**config.mk**
```make
export PLATFORM = sky130hd
export DESIGN_NAME = up_down_counter
export DESIGN_NICKNAME = d
export VERILOG_FILES = /design/src/rtl/up_down_counter.sv
export SDC_FILE = /design/constraint.sdc
export NUM_CORES = 1
export LEC_CHECK = 0
export BUFFER_PORTS_ARGS = -buffer_cell sky130_fd_sc_hd__buf_2
export CORE_AREA = 8 8 45 47
export DETAILED_ROUTE_END_ITERATION = 8
export DIE_AREA = 0 0 53 55
export PLACE_DENSITY = 0.39
export SYNTH_ARGS = -nofsm -noshare
export SYNTH_HDL_FRONTEND = slang
export SYNTH_SLANG_ARGS = --single-unit
```
**constraint.sdc**
```tcl
create_clock -name clk -period 1.7 [get_ports clk]
set_clock_uncertainty 0.05 [all_clocks]
set_input_delay 0.34 -clock clk [delete_from_list [all_inputs] [get_ports clk]]
set_output_delay 0.34 -clock clk [all_outputs]
set_load 0.01 [all_outputs]
```
**src/rtl/up_down_counter.sv**
```systemverilog
// Up/down binary counter with registered output and a 2-flop reset-release synchronizer.
// Optional macro UP_DOWN_COUNTER_SATURATE_EN clamps at 0 and 2**WIDTH-1 instead of wrapping.
module up_down_counter #(
  parameter int               WIDTH     = 4,
  parameter logic [WIDTH-1:0] RESET_VAL = '0
) (
  input  logic             clk,
  input  logic             rst,
  input  logic             M,
  output logic [WIDTH-1:0] cnt
);

  localparam logic [WIDTH-1:0] CNT_MAX = '1;
  localparam logic [WIDTH-1:0] CNT_ONE = WIDTH'(1);

  logic [1:0]       sync_reg;
  logic             step_en;
  logic [WIDTH-1:0] cnt_reg;
  logic [WIDTH-1:0] cnt_next;

  // Assertion clears both stages at once; release shifts a 1 through the chain.
  always_ff @(posedge clk or negedge rst) begin
    if (!rst) begin
      sync_reg <= '0;
    end else begin
      sync_reg <= {sync_reg[0], 1'b1};
    end
  end

  // Stepping starts on the edge that loads the second stage (2nd edge after
  // release) and stays on while the second stage holds the settled value.
  assign step_en = sync_reg[0] | sync_reg[1];

  always_comb begin
    cnt_next = cnt_reg;
    if (step_en) begin
      if (M) begin
`ifdef UP_DOWN_COUNTER_SATURATE_EN
        if (cnt_reg != CNT_MAX) begin
          cnt_next = cnt_reg + CNT_ONE;
        end
`else
        cnt_next = cnt_reg + CNT_ONE;
`endif
      end else begin
`ifdef UP_DOWN_COUNTER_SATURATE_EN
        if (cnt_reg != '0) begin
          cnt_next = cnt_reg - CNT_ONE;
        end
`else
        cnt_next = cnt_reg - CNT_ONE;
`endif
      end
    end
  end

  always_ff @(posedge clk or negedge rst) begin
    if (!rst) begin
      cnt_reg <= RESET_VAL;
    end else begin
      cnt_reg <= cnt_next;
    end
  end

  assign cnt = cnt_reg;

  // An unknown direction out of reset has no defined hardware behaviour.
  m_known_a: assert property (@(posedge clk) disable iff (!rst) !$isunknown(M));

endmodule

```
=== Word level (Yosys, flattened, before mapping) ===
Cells that the tools add are included.

* $add $sub $neg: 2
* Muxes and demuxes: 1
* Bitwise operators: 1

{| class="wikitable"
|+ Operator list
! kind !! count
|-
| adder 4 x 1 -> 4 bit (second input constant) || 1
|-
| two-way mux 4 bit || 1
|-
| subtractor 4 x 1 -> 4 bit (second input constant) || 1
|-
| OR 1 bit || 1
|}

* Flip-flop bits (word level): 6
* Logic and storage cells: 6

=== Logic depth before layout (Yosys ltp) ===
Gate-level depths: netlist of the first run.

* Word-level depth: 2
* Depth in mapped cells: 6
* Gate-level depth less buffers: 6

=== Least setup slack after synthesis of the first run ===
Ideal clock, no wire load.

* Path kind: input to register
* Start: input M
* End: register cnt_reg[3] (netlist: cnt[3])
* Data arrival time: 1.316 ns
* Required time: 1.525 ns
* Slack: 0.209 ns
* Stages: 6
* Path buffers: 0
* Cells stage by stage: inv_1 -> ha_1 -> a21oi_1 -> a21oi_1 -> o22a_2 -> xor2_1

* Longest elaborated chain between the ends: 1

{| class="wikitable"
|+ RTL lines
! what !! line !! source
|-
| from (decl) || 9 || <nowiki>input logic M,</nowiki>
|-
| two-way mux 4 bit || 37 || <nowiki>if (M) begin</nowiki>
|-
| to (signal assigned) || 61 || <nowiki>cnt_reg <= cnt_next;</nowiki>
|-
| to (decl) || 18 || <nowiki>logic [WIDTH-1:0] cnt_reg;</nowiki>
|}

No other way between the ends.
A chain may end at the register's enable or synchronous reset.

=== Worst setup path after layout of the first run ===
* Start: register cnt_reg[2] (netlist: cnt[2])
* End: register cnt_reg[3] (netlist: cnt[3])

* Longest elaborated chain between the ends: 2
* Elaborated cells on any way between the ends: 3
* Classes of those cells: add/sub: 2; mux: 1

{| class="wikitable"
|+ RTL lines
! what !! line
|-
| subtractor 4 x 1 -> 4 bit or adder 4 x 1 -> 4 bit (tied branches) || 51, 43
|-
| two-way mux 4 bit * || 37
|}

Mark *: on every way between the ends. The rest lies on a longest branch, timed or not.

==> results of run 1 <==
-- critical path: stages (launching register included) --
cell and delay [ps]:
dfrtp_1 380, ha_1 320, a21oi_1 190, a21oi_1 90, o22a_2 210, xor2_1 130
-- power groups by stage --
| stage | Sequential (uW) | Combinational [uW] | Clock, uW |
|---|---|---|---|
| CTS | 250 | 276 | 133 |
| global placement | 251 | 269 | 0 |
| global route | 259 | 300 | 141 |
| detailed placement | 252 | 266 | 0 |
| floorplan | 270 | 156 | 0 |
| finish | 249 | 267 | 126 |
-- cells in the final DEF, fill, tap and decap left out --
| cell | count |
|---|---|
| o22a_2 | 1 |
| fa_1 | 1 |
| and3_1 | 1 |
| buf_4 | 1 |
| dlygate4sd3_1 | 1 |
| nand3_1 | 1 |
| dfrtp_1 | 6 |
| o21ai_0 | 1 |
| nor2_1 | 1 |
| conb_1 | 1 |
| a21oi_1 | 2 |
| xor2_1 | 1 |
| inv_1 | 1 |
| ha_1 | 2 |
| clkbuf_4 | 3 |
| xnor2_1 | 2 |
| mux2_2 | 1 |
| nand2_1 | 1 |
| buf_2 | 6 |
-- layer usage --
metal	routed length (um)	global-route usage (%)	part of all wire, %	vias up
li1	-	-	-	102
met1	208	3.549	43	93
met2	219	5.078	45	4
met3	57	3.209	12	0
met4	0	3.879	0	0
met5	0	0	0	-
-- path summary, 6_finish.rpt --
check | start | end | slack [ps] | depth (start not counted)
max | cnt[2]$_DFFE_PN0P_ | cnt[3]$_DFFE_PN0P_ | 220 | 5
min | sync_reg[0]$_DFF_PN0_ | sync_reg[1]$_DFF_PN0_ | 360 | 0
max reg2reg | cnt[2]$_DFFE_PN0P_ | cnt[3]$_DFFE_PN0P_ | 220 | 5
min reg2reg | sync_reg[0]$_DFF_PN0_ | sync_reg[1]$_DFF_PN0_ | 360 | 0
max in group asynchronous | rst | cnt[2]$_DFFE_PN0P_ | 1060 | 2
min in group asynchronous | rst | cnt[3]$_DFFE_PN0P_ | 400 | 2
-- per-stage QoR --
| step | power, uW | instances | hold slack (ps) |
|---|---|---|---|
| global route | 700.6 | 50 | 364.1 |
| finish | 641.9 | 50 | 363.1 |
| global placement | 520.8 | 46 | 117.5 |
| detailed placement | 518.4 | 46 | 120.1 |
| floorplan | 425.7 | 23 | -5.591 |
| CTS | 659.0 | 50 | 358.7 |
-- final cells by class --
class	instances	area share, %
Clock buffer	3	6.020
Inverter	1	1.003
Multi-Input combinational cell	16	34.78
Sequential cell	6	40.13
Tap cell	16	5.351
Timing Repair Buffer	8	12.71
-- what timing repair did --
item,4_1_cts,5_1_grt
hold endpoints to repair,6,0
setup endpoints to repair,0,0
hold buffers,1,0
-- kinds of logic (layout without fill, tap and decap cells) --
group	Yosys count	in the layout	synth area share (%)
buffers and inverters	1	12	1.320
flip-flops	6	6	52.86
AND/OR/NAND/NOR	4	4	6.605
multiplexers	1	1	3.964
AO/OA/AOI/OAI	4	4	8.809
adder cells (fa/ha/maj)	3	3	15.86
XOR/XNOR	3	3	9.253
other	1	1	1.320
==> key figures, run 1 <==
Outcome
  – Outcome: completed

Global route
  – Vias in the first global route: about 210
  – First-pass GRT wire length: about 770 um
  – Pin count of the biggest net entering global routing: 7
  – GR Overflow Total: 0
  – GRT Overall Usage: 3.846%
  – Initial antenna violation count: 0

Logic synthesis
  – Net Count, Synth: 29
  – Synth cell count leaders: dfrtp_1, a21oi_1, ha_1, xnor2_1
  – Post-synth top area cell: dfrtp_1
  – #FFs+latches synth: 6
  – Sequential share of the synthesized area: between 50% and 60%
  – Avg Inst Size Synth: 12.35 um2
  – Post-synth EDFFs: 0
  – Synth area leaders: dfrtp_1, ha_1, fa_1
  – Mapped Cells: 23
  – Post-Syn Area: roughly 280 um2
  – Share of flip-flops with an asynchronous set or reset: 100.0%
  – Count leader, synth: dfrtp_1
  – Top FF cell, synth: dfrtp_1
  – Top cell type's share of synthesized area: between 50% and 60%
  – Yosys synthesis warning count: 0
  – Yosys cell types: 15

Placement
  – Dpl ws: 58.33 ps
  – Area of placed instances: ~340 um2
  – IO buf count: 6
  – Routability congestion estimate: around 0.73

CTS
  – CTS tree: yes
  – CTS HTree Levels: 1
  – Clk buf depth: 2
  – Clock sinks: 6
  – Post_cts resized: 0
  – Root buf cell: clkbuf_4
  – Clk slew on worst S/H paths: 40 ps
  – Postcts setup bufs: 0
  – Clock latency on the worst-skew pair: 240 ps
  – CTS buffer count: 3

Flow run
  – MaxCap Viol Count: 0

Die
  – Initial Utilization: 20.52%
  – Standard-cell row count: 14
  – DIE AREA: 2915 um2
  – Die Span X: 53 um
  – Die height: 55 um
  – Placeable Area: 1384 um2
  – IO Pins: 7

Drt
  – Remaining DRCs: 0
  – DR WL/cell: 9.720 um
  – Pre-antenna DRT Iters: 1
  – DRT antenna net count: 0
  – DRT iter0 DRCs: 0
  – Routed WL: 486 um
  – Vias per inst: 3.980
  – Detailed-route via count: 199

Cells and area
  – Area delta synth->final: 31.72%
  – Fillers: 146
  – Reg area: 150.1 um2
  – Area of the multi-input gates: 130.1 um2
  – N_diodes: 0
  – Layout cells sized above 1: about a third
  – Fin nets: 42
  – Final Instance Area: between 300 and 400 um2
  – Max FFs per register: 4
  – Utilization after layout: 27.03%

STA
  – Sum Neg Setup Slack: 0 ps
  – Max frequency: 674.0 MHz
  – RSZ-0062 raised after global routing: false
  – Hold Fails Final Rpt: 0
  – Max-slew violations: 0
  – Setup ws final: 216.3 ps
  – Crit share post-route: 87.27%
  – Final period demand of the worst path: 1484 ps
  – Final setup vio count: 0

Power
  – Net Sw Power: between 200 and 250 uW
  – Pleak: 0.0001767 uW
  – Max IR drop VDD: around 460 uV
  – Sequential Power Share: 38.8%
  – Switching part of the total: 34.53%
  – PD cells: 1716 nW/um2
  – Combinational Power Share: 41.6%
  – Clock share of power: approximately 20%
  – P_int: 420.2 uW

Worst setup path
  – Critical path class: register to register
  – Arr. time, crit path: 1560 ps
  – Crit start category: register
  – CP Capture Type: register
  – CP max FO: 3
  – Req. time, crit path: 1770 ps

Min path
  – HP Class: register to register
(Power assumes the default switching activity.)
==> inputs of run 2 (changes only) <==
- clock period: 1.7 -> 1.92 ns (I/O delays scaled with it)
==> run 2 against run 1 <==
Core utilization is 0.54 points lower. Clock power is 13% lower. Final area is 2.0% lower. First-iteration DRC count stayed put. Sequential power is 12% lower. Power is 12% lower. Register-to-register slack better by 200 ps. Worst setup slack better by 200 ps. Sequential share of layout area is 0.82 points higher. Sequential cell count stayed put. Critical path type unchanged.
==> key figures, run 2 (synthesized netlist as in run 1, its figures left out) <==
Outcome
  – Outcome: completed (unchanged)

STA
  – Final setup vio count: 0 (unchanged)
  – Hold Fails Final Rpt: 0 (unchanged)
  – Final period demand of the worst path: 1501 ps (was 1484 ps)
  – Max-slew violations: 0 (unchanged)
  – Sum Neg Setup Slack: 0 ps (unchanged)
  – Setup ws final: 418.8 ps (was 216.3 ps)
  – Max frequency: 666.1 MHz (was 674.0 MHz)
  – RSZ-0062 raised after global routing: false (unchanged)
  – Crit share post-route: 78.19% (was 87.27%)

Cells and area
  – Max FFs per register: 4 (unchanged)
  – Final Instance Area: 366.6 um2 (was 374.1 um2)
  – Layout cells sized above 1: 33.33% (was 35.29%)
  – N_diodes: 0 (unchanged)
  – Area delta synth->final: 29.08% (was 31.72%)
  – Commonest cells after routing, fill and taps aside: dfrtp_1, buf_2, clkbuf_4 (unchanged)
  – Fin nets: 41 (was 42)

Drt
  – Detailed-route via count: 194 (was 199)
  – Vias per inst: 3.959 (was 3.980)
  – Routed WL: 502 um (was 486 um)
  – Remaining DRCs: 0 (unchanged)
  – Pre-antenna DRT Iters: 1 (unchanged)
  – DR WL/cell: 10.24 um (was 9.720 um)
  – DRT iter0 DRCs: 0 (unchanged)
  – DRT antenna net count: 0 (unchanged)

Power
  – P_int: 369.5 uW (was 420.2 uW)
  – Max IR drop VDD: 425.6 uV (was 462.7 uV)
  – PD cells: 1538 nW/um2 (was 1716 nW/um2)
  – Net Sw Power: 194.4 uW (was 221.7 uW)
  – Sequential Power Share: 39.1% (was 38.8%)
  – Clock share of power: 19.5% (was 19.7%)
  – Pleak: 0.0001719 uW (was 0.0001767 uW)
  – Combinational Power Share: 41.5% (was 41.6%)
  – Switching part of the total: 34.47% (was 34.53%)

Worst setup path
  – Crit start category: register (unchanged)
  – Critical path class: register to register (unchanged)
  – Req. time, crit path: 1990 ps (was 1770 ps)
  – Arr. time, crit path: 1570 ps (was 1560 ps)
  – CP Capture Type: register (unchanged)
  – CP max FO: 3 (unchanged)

CTS
  – CTS HTree Levels: 1 (unchanged)
  – CTS tree: yes (unchanged)
  – Post_cts resized: 0 (unchanged)
  – Clk slew on worst S/H paths: 40 ps (about the same)
  – Clock latency on the worst-skew pair: 240 ps (about the same)
  – Clock sinks: 6 (unchanged)
  – CTS buffer count: 3 (unchanged)
  – Clk buf depth: 2 (unchanged)
  – Root buf cell: clkbuf_4 (unchanged)

Global route
  – Met2 Track Usage GR: 6.250% (was 5.078%)
  – Vias in the first global route: 230 (was 206)
  – GRT busiest layer: met2 (unchanged)
  – First-pass GRT wire length: 876 um (was 772 um)
  – Pin count of the biggest net entering global routing: 7 (unchanged)
  – GR Overflow Total: 0 (unchanged)
  – Met1 global-route usage: 4.000% (was 3.549%)
  – Initial antenna violation count: 0 (unchanged)
  – GR Util met3: 2.139% (was 3.209%)
  – GRT Overall Usage: 4.281% (was 3.846%)

Die
  – IO Pins: 7 (unchanged)
  – Standard-cell row count: 14 (unchanged)
  – Initial Utilization: 20.52% (unchanged)
  – Die height: 55 um (unchanged)
  – DIE AREA: 2915 um2 (unchanged)
  – Die Span X: 53 um (unchanged)
  – Placeable Area: 1384 um2 (unchanged)

Placement
  – Routability congestion estimate: 0.7362 (was 0.7338)
  – Dpl ws: 204.4 ps (was 58.33 ps)
  – Area of placed instances: 334.1 um2 (was 341.6 um2)
  – IO buf count: 6 (unchanged)

Min path
  – HP Class: register to register (unchanged)

Flow run
  – MaxCap Viol Count: 0 (unchanged)
==> run 2: cell count changes in the layout (fill, tap and decap cells not counted), sizes merged <==
cell	delta
buf	-1
==> run 2: power groups by stage <==
stage	Clock, uW	Sequential [uW]	Combinational (uW)
4_1_cts	119	222	241
5_1_grt	124	229	269
6_report	110	220	234
3_3_place_gp	0	221	235
3_5_place_dp	0	223	233
2_1_floorplan	0	239	138
==> run 2: timing repair <==
action,4_1_cts,5_1_grt
buffers inserted,0,0
hold buffers,1,0
hold endpoints to repair,6,0
==> run 2: critical path: stages (launching register included) <==
cell     delay (ps)
dfrtp_1         390
ha_1            320
a21oi_1         190
a21oi_1          90
o22a_2          200
xor2_1          140
==> run 2: final cells by class <==
class	instances	area, um2
fillers	157	1017
repair buffers	7	40.04
clock buffers	3	22.52
multi-input cells	16	130.1
well taps	16	20.02
inverters	1	3.754
flip-flops and latches	6	150.1
==> run 2: per-stage QoR <==
stage / total power (uW) / hold slack, ps / std cells / utilization, %
floorplan: 376.9 / 38.41 / 23 / -
global placement: 455.6 / 160.9 / 45 / 24.14
detailed placement: 456.6 / 164.1 / 45 / 24.14
CTS: 582.1 / 363.8 / 49 / 26.49
global route: 622.7 / 383.1 / 49 / 26.49
finish: 563.9 / 353.3 / 49 / 26.49
==> run 2: path summary, 6_finish.rpt <==
| check | start | endpoint | slack [ps] | depth (start not counted) |
|---|---|---|---|---|
| min in group asynchronous | rst | cnt[2]$_DFFE_PN0P_ | 460 | 2 |
| setup reg to reg | cnt[2]$_DFFE_PN0P_ | cnt[3]$_DFFE_PN0P_ | 420 | 5 |
| hold / removal | sync_reg[0]$_DFF_PN0_ | sync_reg[1]$_DFF_PN0_ | 350 | 0 |
| setup / recovery | cnt[2]$_DFFE_PN0P_ | cnt[3]$_DFFE_PN0P_ | 420 | 5 |
| hold reg to reg | sync_reg[0]$_DFF_PN0_ | sync_reg[1]$_DFF_PN0_ | 350 | 0 |
| max in group asynchronous | rst | cnt[3]$_DFFE_PN0P_ | 1220 | 2 |
==> run 2: metal layers <==
layer | routed length (um) | vias up
met2 | 234 | 4
met5 | 0 | -
met1 | 213 | 89
li1 | - | 99
met3 | 47 | 2
met4 | 6 | 0
